$ cat src/rtl/accum20_pkg.sv
// Shared types and constants for the time-shared 20-bit accumulator block.
// ACCUM20_SAT_EN selects saturating write-back in accum20_scheduler.
package accum20_pkg;
   localparam int ACC_W = 20;

   typedef enum logic [1:0] {IDLE, EXEC, WB} state_t;

   localparam logic [ACC_W-1:0] SAT_POS = 20'h7FFFF;
   localparam logic [ACC_W-1:0] SAT_NEG = 20'h80000;
endpackage

$ cat src/rtl/accum20_scheduler_if.sv
// Requester-side handshake bundle: req/sub/delta in, ack/busy back.
// Parameterised by channel count.
interface accum20_scheduler_if #(
   parameter int N_CH = 4
) ();
   import accum20_pkg::*;

   logic [N_CH-1:0]       req;
   logic [N_CH-1:0]       sub;
   logic [N_CH*ACC_W-1:0] delta;
   logic [N_CH-1:0]       ack;
   logic                  busy;

   modport master (
      output req, sub, delta,
      input  ack, busy
   );

   modport slave (
      input  req, sub, delta,
      output ack, busy
   );
endinterface

$ cat src/rtl/full_adder20.sv
// 20-bit ripple-carry adder, bit-serial carry chain.
// Purely combinational; the caller registers operands.
module full_adder20
   import accum20_pkg::*;
(
   input  logic [ACC_W-1:0] a,
   input  logic [ACC_W-1:0] b,
   input  logic             c_in,
   output logic [ACC_W-1:0] sum,
   output logic             c_out
);
   logic [ACC_W:0] c;

   always_comb begin
      c    = '0;
      sum  = '0;
      c[0] = c_in;
      for (int i = 0; i < ACC_W; i++) begin
         sum[i]   = a[i] ^ b[i] ^ c[i];
         c[i+1]   = (a[i] & b[i]) | (c[i] & (a[i] ^ b[i]));
      end
   end

   assign c_out = c[ACC_W];
endmodule

$ cat src/rtl/rr_arbiter.sv
// Round-robin grant: first set request at or after ptr, wrapping.
// Produces a one-hot grant and its index.
module rr_arbiter #(
   parameter int N = 4,
   parameter int W = $clog2(N)
) (
   input  logic [N-1:0] req,
   input  logic [W-1:0] ptr,
   output logic [N-1:0] gnt,
   output logic [W-1:0] idx
);
   int c;

   always_comb begin
      gnt = '0;
      idx = '0;
      c   = 0;
      for (int k = 0; k < N; k++) begin
         c = (int'(ptr) + k) % N;
         if (gnt == '0 && req[W'(c)]) begin
            gnt[W'(c)] = 1'b1;
            idx        = W'(c);
         end
      end
   end
endmodule

$ cat src/rtl/accum20_scheduler.sv
// Shares one ripple adder among N_CH signed accumulators (IDLE->EXEC->WB).
// ACCUM20_SAT_EN: saturate instead of wrap on signed overflow.
module accum20_scheduler
   import accum20_pkg::*;
#(
   parameter int N_CH  = 4,
   parameter int SEL_W = $clog2(N_CH)
) (
   input  logic              clk,
   input  logic              reset,
   accum20_scheduler_if.slave bus,
   input  logic [N_CH-1:0]   clr,
   input  logic [SEL_W-1:0]  rd_sel,
   output logic [ACC_W-1:0]  rd_data,
   output logic [N_CH-1:0]   ovf,
   input  logic              ovf_clr
);
   state_t           state;
   logic [SEL_W-1:0] rr_ptr;
   logic [SEL_W-1:0] g;
   logic [SEL_W-1:0] gnt_idx;
   logic [N_CH-1:0]  gnt;
   logic [ACC_W-1:0] acc [N_CH];
   logic [ACC_W-1:0] opa, opb, sum, sum_r, result, din;
   logic             cin, ovf_r, carry_unused;

   rr_arbiter #(.N(N_CH), .W(SEL_W)) u_arb (
      .req (bus.req),
      .ptr (rr_ptr),
      .gnt (gnt),
      .idx (gnt_idx)
   );

   full_adder20 u_add (
      .a     (opa),
      .b     (opb),
      .c_in  (cin),
      .sum   (sum),
      .c_out (carry_unused)
   );

   assign din = bus.delta[int'(gnt_idx)*ACC_W +: ACC_W];

`ifdef ACCUM20_SAT_EN
   assign result = !ovf_r ? sum_r :
                   (opa[ACC_W-1] ? SAT_NEG : SAT_POS);
`else
   assign result = sum_r;
`endif

   always_ff @(posedge clk) begin
      if (reset) begin
         state    <= IDLE;
         rr_ptr   <= '0;
         g        <= '0;
         opa      <= '0;
         opb      <= '0;
         cin      <= 1'b0;
         sum_r    <= '0;
         ovf_r    <= 1'b0;
         bus.ack  <= '0;
         bus.busy <= 1'b0;
         ovf      <= '0;
         rd_data  <= '0;
         for (int i = 0; i < N_CH; i++) acc[i] <= '0;
      end else begin
         rd_data <= (int'(rd_sel) < N_CH) ? acc[rd_sel] : '0;
         if (ovf_clr) ovf <= '0;
         unique case (state)
            IDLE: begin
               if (|gnt) begin
                  g        <= gnt_idx;
                  opa      <= acc[gnt_idx];
                  opb      <= bus.sub[gnt_idx] ? ~din : din;
                  cin      <= bus.sub[gnt_idx];
                  bus.busy <= 1'b1;
                  state    <= EXEC;
               end
            end
            EXEC: begin
               sum_r      <= sum;
               ovf_r      <= (opa[ACC_W-1] == opb[ACC_W-1]) &&
                             (sum[ACC_W-1] != opa[ACC_W-1]);
               bus.ack[g] <= 1'b1;
               state      <= WB;
            end
            WB: begin
               bus.ack  <= '0;
               bus.busy <= 1'b0;
               rr_ptr   <= (g == SEL_W'(N_CH-1)) ? '0 : g + 1'b1;
               state    <= IDLE;
               // a coincident clear discards the write and its overflow
               if (!clr[g]) begin
                  acc[g] <= result;
                  if (ovf_r) ovf[g] <= 1'b1;
               end
            end
            default: state <= IDLE;
         endcase
         for (int i = 0; i < N_CH; i++)
            if (clr[i]) acc[i] <= '0;
      end
   end
endmodule

$ cat src/flat_wrapper.sv
// flat-port wrapper written by rule: the top's interface ports become plain ports
module accum20_scheduler_flat import accum20_pkg::*;
#(
   parameter int N_CH  = 4,
   parameter int SEL_W = $clog2(N_CH)
)
  (clk, reset, clr, rd_sel, rd_data, ovf, ovf_clr, bus_req, bus_sub, bus_delta, bus_ack, bus_busy);
  accum20_scheduler_if #(.N_CH(N_CH)) bus_i ();
  input  logic clk;
  input  logic reset;
  input  logic [N_CH-1:0] clr;
  input  logic [SEL_W-1:0] rd_sel;
  output logic [ACC_W-1:0] rd_data;
  output logic [N_CH-1:0] ovf;
  input  logic ovf_clr;
  input wire logic [$bits(bus_i.req)-1:0] bus_req;
  input wire logic [$bits(bus_i.sub)-1:0] bus_sub;
  input wire logic [$bits(bus_i.delta)-1:0] bus_delta;
  output wire logic [$bits(bus_i.ack)-1:0] bus_ack;
  output wire logic [$bits(bus_i.busy)-1:0] bus_busy;
  assign bus_i.req = bus_req;
  assign bus_i.sub = bus_sub;
  assign bus_i.delta = bus_delta;
  assign bus_ack = bus_i.ack;
  assign bus_busy = bus_i.busy;
  accum20_scheduler #(.N_CH(N_CH), .SEL_W(SEL_W)) u_core (.clk(clk), .reset(reset), .bus(bus_i), .clr(clr), .rd_sel(rd_sel), .rd_data(rd_data), .ovf(ovf), .ovf_clr(ovf_clr));
endmodule
$ cat config.mk
export PLATFORM = sky130hd
export DESIGN_NAME = accum20_scheduler_flat
export DESIGN_NICKNAME = d
export VERILOG_FILES = /design/src/rtl/accum20_pkg.sv /design/src/rtl/accum20_scheduler_if.sv /design/src/rtl/full_adder20.sv /design/src/rtl/rr_arbiter.sv /design/src/rtl/accum20_scheduler.sv /design/src/flat_wrapper.sv
export SDC_FILE = /design/constraint.sdc
export NUM_CORES = 1
export LEC_CHECK = 0
export ABC_AREA = 1
export CAP_MARGIN = 20
export CORE_ASPECT_RATIO = 0.8
export CORE_MARGIN = 8
export CORE_UTILIZATION = 45
export CTS_CLUSTER_DIAMETER = 60
export CTS_CLUSTER_SIZE = 20
export DETAILED_ROUTE_END_ITERATION = 16
export MAX_ROUTING_LAYER = met4
export PLACE_DENSITY = 0.67
export SYNTH_ARGS = -nofsm -noshare
export SYNTH_HDL_FRONTEND = slang
export SYNTH_SLANG_ARGS = --single-unit
$ cat constraint.sdc
create_clock -name clk -period 18.5 [get_ports clk]
set_clock_uncertainty 0.05 [all_clocks]
set_input_delay 2.775 -clock clk [delete_from_list [all_inputs] [get_ports clk]]
set_output_delay 2.775 -clock clk [all_outputs]
set_load 0.03 [all_outputs]
==> results of run 1 <==
[registers in the layout (all words and copies together), names as in the netlist]
name	cells
u_core.acc	80
u_core.opa	20
u_core.opb	20
u_core.rd_data	20
u_core.result	20
u_core.bus.ack	4
u_core.ovf	4
u_core.g	2
u_core.rr_ptr	2
u_core.state	2
u_core.bus.busy	1
u_core.cin	1
u_core.ovf_r	1
[metal layers]
metal	vias to the layer above	track usage	routed length (um)
li1	4404	-	-
met1	4090	0.255	11800
met2	234	0.347	13200
met3	23	0.0219	1260
met4	0	0.0450	340
met5	-	-	0
[worst min-delay path, stage by stage (launching register included)]
cell	delay (ns)
dfxtp_1	0.33
a21oi_1	0.04
nor2_1	0.07
[cells by family after synthesis]
kind of cell               count (synthesis)  synth area share
AOI/OAI and AO/OA                        230             0.124
and+or+nand+nor                          652             0.277
buffers and inverters                    217            0.0971
xor gates and xnor gates                   1          0.000889
adders and majority gates                 36            0.0602
DFF                                      177             0.441
[through the flow]
step | cells | utilization | power (W) | cell area (um^2)
floorplan | 1313 | - | 0.00147 | 9860
global placement | 1643 | 0.514 | 0.00166 | 11100
detailed placement | 1644 | 0.515 | 0.00169 | 11100
CTS | 1676 | 0.541 | 0.00204 | 11700
global route | 1678 | 0.543 | 0.00222 | 11700
finish | 1678 | 0.543 | 0.00203 | 11700
[worst max path at each step]
stage	end	slack, ns	cells after the start	start
3_3_place_gp	u_core.result[19]$_SDFFE_PP0N_	10.34	24	u_core.cin$_SDFFE_PP0P_
6_report	u_core.result[19]$_SDFFE_PP0N_	10.31	24	u_core.cin$_SDFFE_PP0P_
3_5_place_dp	u_core.result[19]$_SDFFE_PP0N_	10.30	24	u_core.cin$_SDFFE_PP0P_
2_1_floorplan	u_core.result[19]$_SDFFE_PP0N_	10.56	24	u_core.cin$_SDFFE_PP0P_
5_1_grt	u_core.result[19]$_SDFFE_PP0N_	9.86	24	u_core.cin$_SDFFE_PP0P_
4_1_cts	u_core.result[19]$_SDFFE_PP0N_	10.27	24	u_core.cin$_SDFFE_PP0P_
[final cells by class]
cell class | instances | area [um^2] | area share
clock inverter | 15 | 141 | 0.0121
timing repair buffer | 138 | 1370 | 0.117
inverter | 137 | 519 | 0.0444
sequential | 177 | 4340 | 0.371
clock buffer | 17 | 425 | 0.0363
multi-input combinational | 919 | 4560 | 0.390
tap | 275 | 344 | 0.0294
[synth_stat cells (2+ instances only)]
library cell  count  area, um^2
clkbuf_1         35         131
inv_1           132         495
nand2_2           9        56.3
nand2_1         316        1190
buf_4            11        82.6
o21ai_0          87         435
buf_6             7        78.8
o21ai_1          14        70.1
nand3_2           4        40.0
buf_2            26         130
edfxtp_1         80        2400
fa_1             19         380
nand2_4           4        45.0
dfxtp_1          97        1940
ha_1             17         213
nor2_1          173         649
inv_2             3        11.3
o211ai_1         24         180
nand3_1         142         711
a21oi_1         102         510
nor2_2            2        12.5
[power by group through the flow]
stage                     Sequential, W  Combinational [W]  Clock, W
after floorplan                0.000531           0.000942         0
after global placement         0.000532            0.00113         0
after detailed placement       0.000533            0.00115         0
after CTS                      0.000525            0.00116  0.000353
after global routing           0.000533            0.00132  0.000370
final                          0.000524            0.00115  0.000351
==> impl_metrics.py, run 1 <==
metrics = {
    "flow_run": {
        "drv_cap": 0,
    },
    "synth": {
        "post_synth_num_cell_types": 30,
        "synth-seq-area-share": 0.441,
        "synth.avg_cell_area_um2": 7.51,
        "synth-edff-count": 80,
        "async_reset_ff_frac": 0,
        "syn_inst": 1313,
        "ys_seq_elements": 177,
        "ys_warn_count": 0,
        "syn_nets": 1446,
        "syn-cell-area_um2": 9860,
        "synth_flop_cell": "dfxtp_1",
    },
    "die": {
        "ios": 126,
        "start_util": 0.457,
        "die_w_um": 181,
        "rows": 48,
        "core_area_um2": 21600,
        "fp.dieH_um": 148,
        "dieArea_um2": 26900,
    },
    "pwr": {
        "peakVddDrop_uv": 115,
        "seqPwrFrac": 0.259,
        "combPwrFrac": 0.568,
        "leakage_nw": 5.22,
        "clockPowerShare": 0.173,
        "swShare": 0.498,
        "p_int_w": 0.00102,
        "switching_power_w": 0.00101,
        "power_density_nw_per_um2": 173,
    },
    "route": {
        "drt_iter0_markers": 759,
        "postRouteAntennaNets": 0,
        "dr.pass1.iters": 5,
        "wl_per_cell_um": 15.8,
        "drc": 0,
        "vias": 8751,
        "wirelength_um": 26500,
        "vias_per_cell": 5.22,
    },
    "setup_path": {
        "r2r_slack_ns": 10.31,
        "cpMostUsedCell": "fa_1",
        "slowest_stage": "fa_1",
        "regToRegEndpoint": "u_core.result[19]$_SDFFE_PP0N_",
        "crit_fanout": 3,
        "cp_data_arrival_time_ns": 8.46,
        "crit_path_cell_trace": "fa_1, fa_1, fa_1, fa_1, fa_1, fa_1, fa_1, fa_1, fa_1, fa_1, fa_1, fa_1, fa_1, fa_1, fa_1, fa_1, fa_1, inv_1, fa_1, inv_1, fa_1, xor2_1, o21ai_0, inv_1",
        "r2r-start": "u_core.cin$_SDFFE_PP0P_",
        "r2r_cells": 24,
        "critPathMaxStageDelay_ns": 0.43,
        "endpoint_kind": "register",
        "worstPathRequired_ns": 18.77,
        "crit_type": "reg -> reg",
        "crit_buf_inv": 3,
        "start_kind": "register",
        "path_delay_family": "adder cells",
    },
    "sta": {
        "drv_slew": 0,
        "rsz0062_at_grt": "false",
        "setup_viol": 0,
        "fmax_mhz": 122,
        "fin_crit_ns": 8.19,
        "setup_tns_ns": 0,
        "fin_hold_ws_ns": 0.432,
        "fin_crit_sh": 0.443,
        "finalHoldViolCount": 0,
        "tightest_slew_ns": 1.12,
        "slew_headroom": 0.255,
        "fin_ws_ns": 10.31,
    },
    "finish": {
        "final.fill_count": 2010,
        "final_common_cell": "nand2_1",
        "drive_above_1_share": 0.0520,
        "area_growth_pct": 18.7,
        "mostFrequentLayoutCells": "nand2_1 (316), nor2_1 (173), nand3_1 (142)",
        "antenna_cells": 0,
        "fin_nets": 1523,
    },
    "clock_tree": {
        "cts_tree": "yes",
        "clk_pin_slew_worst_paths_ns": 0.08,
        "ctsHoldBuffers": 0,
        "cts_buffers": 17,
        "post_cts_buffers": 0,
        "cts_sinks": 177,
        "cts_buffer_depth": 2,
        "insertion_delay_ns": 0.43,
        "cts_root_buf": "clkbuf_16",
        "h-tree-depth": 4,
        "post_cts_resized": 0,
    },
    "placement": {
        "hpwlAfterDp_um": 17300,
        "place.gp.congestion": 0.808,
        "numPortBuffers": 125,
        "place_worst_setup_slack_ns": 10.30,
    },
    "run_status": {
        "status": "complete, no violations",
    },
    "hold_path": {
        "worstHoldEndpoint": "u_core.bus.ack[3]$_SDFFE_PP0P_",
        "min_from": "u_core.bus.ack[3]$_SDFFE_PP0P_",
        "hold_class": "reg -> reg",
        "whs_path_depth": 2,
    },
    "global_routing": {
        "grt_pass1_vias": 8318,
        "grt_pass1_wl_um": 42800,
        "grt_usage": 0.202,
        "antenna_found_initial": 0,
        "grt_overflow": 0,
        "grt_max_degree": 63,
    },
}
Power figures use the tool's default switching activity.
==> run 2: changes to the inputs <==
- clock period: 18.5 -> 8.17 ns (I/O delays scaled with it)
==> impl_metrics.py, run 2 (synthesis results as in run 1) <==
metrics = {
    "setup_path": {
        "endpoint_kind": "register",
        "crit_type": "reg -> reg",
        "regToRegEndpoint": "u_core.result[19]$_SDFFE_PP0N_",
        "r2r-start": "u_core.cin$_SDFFE_PP0P_",
        "crit_fanout": 3,
        "r2r_cells": 24,
        "worstPathRequired_ns": 8.45,
        "r2r_slack_ns": 0.33,
        "cp_data_arrival_time_ns": 8.12,
        "start_kind": "register",
    },
    "finish": {
        "final.fill_count": 1978,
        "multiInputGateArea_um2": 4580,
        "design_area_um2": 11700,
        "antenna_cells": 0,
        "utilization": 0.545,
        "regMostFlops": "u_core.acc",
        "largest_reg_flops": 80,
        "final_common_cell": "nand2_1",
        "ff_latch_area_um2": 4350,
        "area_growth_pct": 19.2,
        "drive_above_1_share": 0.0570,
        "mostFrequentLayoutCells": "nand2_1 (316), nor2_1 (173), nand3_1 (142)",
        "fin_nets": 1523,
    },
    "route": {
        "drt_iter0_markers": 782,
        "wirelength_um": 26800,
        "vias_per_cell": 5.24,
        "postRouteAntennaNets": 0,
        "vias": 8790,
        "dr.pass1.iters": 5,
        "wl_per_cell_um": 16.0,
        "drc": 0,
    },
    "global_routing": {
        "grt_pass1_vias": 8510,
        "antenna_found_initial": 0,
        "grt_usage": 0.204,
        "grt_max_degree": 70,
        "grt_pass1_wl_um": 43400,
        "grt_overflow": 0,
    },
    "sta": {
        "finalHoldViolCount": 0,
        "fin_hold_ws_ns": 0.429,
        "fin_crit_sh": 0.960,
        "rsz0062_at_grt": "false",
        "setup_viol": 0,
        "setup_tns_ns": 0,
        "tightest_slew_ns": 1.11,
        "fin_crit_ns": 7.84,
        "drv_slew": 0,
        "fmax_mhz": 128,
        "slew_headroom": 0.260,
    },
    "hold_path": {
        "whs_path_depth": 2,
        "min_from": "u_core.bus.ack[2]$_SDFFE_PP0P_",
        "worstHoldEndpoint": "u_core.bus.ack[2]$_SDFFE_PP0P_",
        "hold_class": "reg -> reg",
    },
    "pwr": {
        "leakage_nw": 5.22,
        "combPwrFrac": 0.570,
        "clockPowerShare": 0.174,
        "seqPwrFrac": 0.256,
        "peakVddDrop_uv": 265,
        "p_int_w": 0.00233,
        "power_w": 0.00463,
        "switching_power_w": 0.00231,
        "power_density_nw_per_um2": 394,
        "swShare": 0.498,
    },
    "flow_run": {
        "drv_cap": 0,
    },
    "clock_tree": {
        "ctsHoldBuffers": 0,
        "insertion_delay_ns": 0.44,
        "clk_pin_slew_worst_paths_ns": 0.08,
        "cts_sinks": 177,
        "h-tree-depth": 4,
        "cts_tree": "yes",
        "cts_buffers": 17,
        "cts_root_buf": "clkbuf_16",
        "cts_buffer_depth": 2,
    },
    "placement": {
        "numPortBuffers": 125,
        "hpwlAfterDp_um": 17300,
        "place.gp.congestion": 0.837,
        "place_area_um2": 11100,
    },
    "die": {
        "rows": 48,
        "core_area_um2": 21600,
        "die_w_um": 181,
        "dieArea_um2": 26900,
        "ios": 126,
        "start_util": 0.457,
        "fp.dieH_um": 148,
    },
    "run_status": {
        "status": "complete, no violations",
    },
}
run 2: metrics by stage:
step | worst slack [ns] | cells
6_report | 0.329 | 1678
3_5_place_dp | -0.0236 | 1645
2_1_floorplan | 0.228 | 1313
5_1_grt | 0.0121 | 1678
4_1_cts | 0.0136 | 1677
3_3_place_gp | 0.0478 | 1644
run 2: repair_timing:
action	4_1_cts	5_1_grt
setup endpoints to repair	1	3
resized for setup	1	7
gates cloned	0	0
buffers inserted	0	0
run 2: critical path, cell delays in order (launching register included):
cell     delay, ns
dfxtp_2       0.34
fa_1          0.43
fa_1          0.38
fa_1          0.39
fa_1          0.39
fa_2          0.35
fa_1          0.39
fa_1          0.39
fa_2          0.35
fa_2          0.34
fa_2          0.34
fa_1          0.38
fa_1          0.39
fa_2          0.35
fa_1          0.38
fa_1          0.39
fa_1          0.38
fa_1          0.36
inv_1         0.07
fa_1          0.16
inv_1         0.05
fa_2          0.36
xor2_1        0.17
o21ai_1       0.11
inv_1         0.05
run 2: metal layers:
layer	GRT usage	share of wire	up-vias
li1	-	-	4407
met1	0.250	0.44	4103
met2	0.349	0.49	250
met3	0.0341	0.051	30
met4	0.0511	0.017	0
met5	-	0	-
run 2: area by class of cell:
type | count | share of cell area
clock buffers | 18 | 0.0384
clock inverters | 14 | 0.0116
repair buffers | 138 | 0.117
inverters | 137 | 0.0442
flip-flops and latches | 177 | 0.370
well taps | 275 | 0.0293
multi-input cells | 919 | 0.390
run 2: worst max path at each step:
stage / start / to / slack (ns)
after global placement: u_core.cin$_SDFFE_PP0P_ / u_core.result[19]$_SDFFE_PP0N_ / 0.05
after global routing: u_core.cin$_SDFFE_PP0P_ / u_core.result[19]$_SDFFE_PP0N_ / 0.01
after floorplan: u_core.cin$_SDFFE_PP0P_ / u_core.result[19]$_SDFFE_PP0N_ / 0.23
after detailed placement: u_core.cin$_SDFFE_PP0P_ / u_core.result[19]$_SDFFE_PP0N_ / -0.02
after CTS: u_core.cin$_SDFFE_PP0P_ / u_core.result[19]$_SDFFE_PP0N_ / 0.01
final: u_core.cin$_SDFFE_PP0P_ / u_core.result[19]$_SDFFE_PP0N_ / 0.33
run 2: power groups by stage:
| stage | Combinational (W) | Clock (W) | Sequential (W) |
|---|---|---|---|
| finish | 0.00264 | 0.000806 | 0.00119 |
| CTS | 0.00264 | 0.000815 | 0.00118 |
| detailed placement | 0.00263 | 0 | 0.00120 |
| global placement | 0.00261 | 0 | 0.00120 |
| floorplan | 0.00213 | 0 | 0.00120 |
| global route | 0.00302 | 0.000852 | 0.00120 |
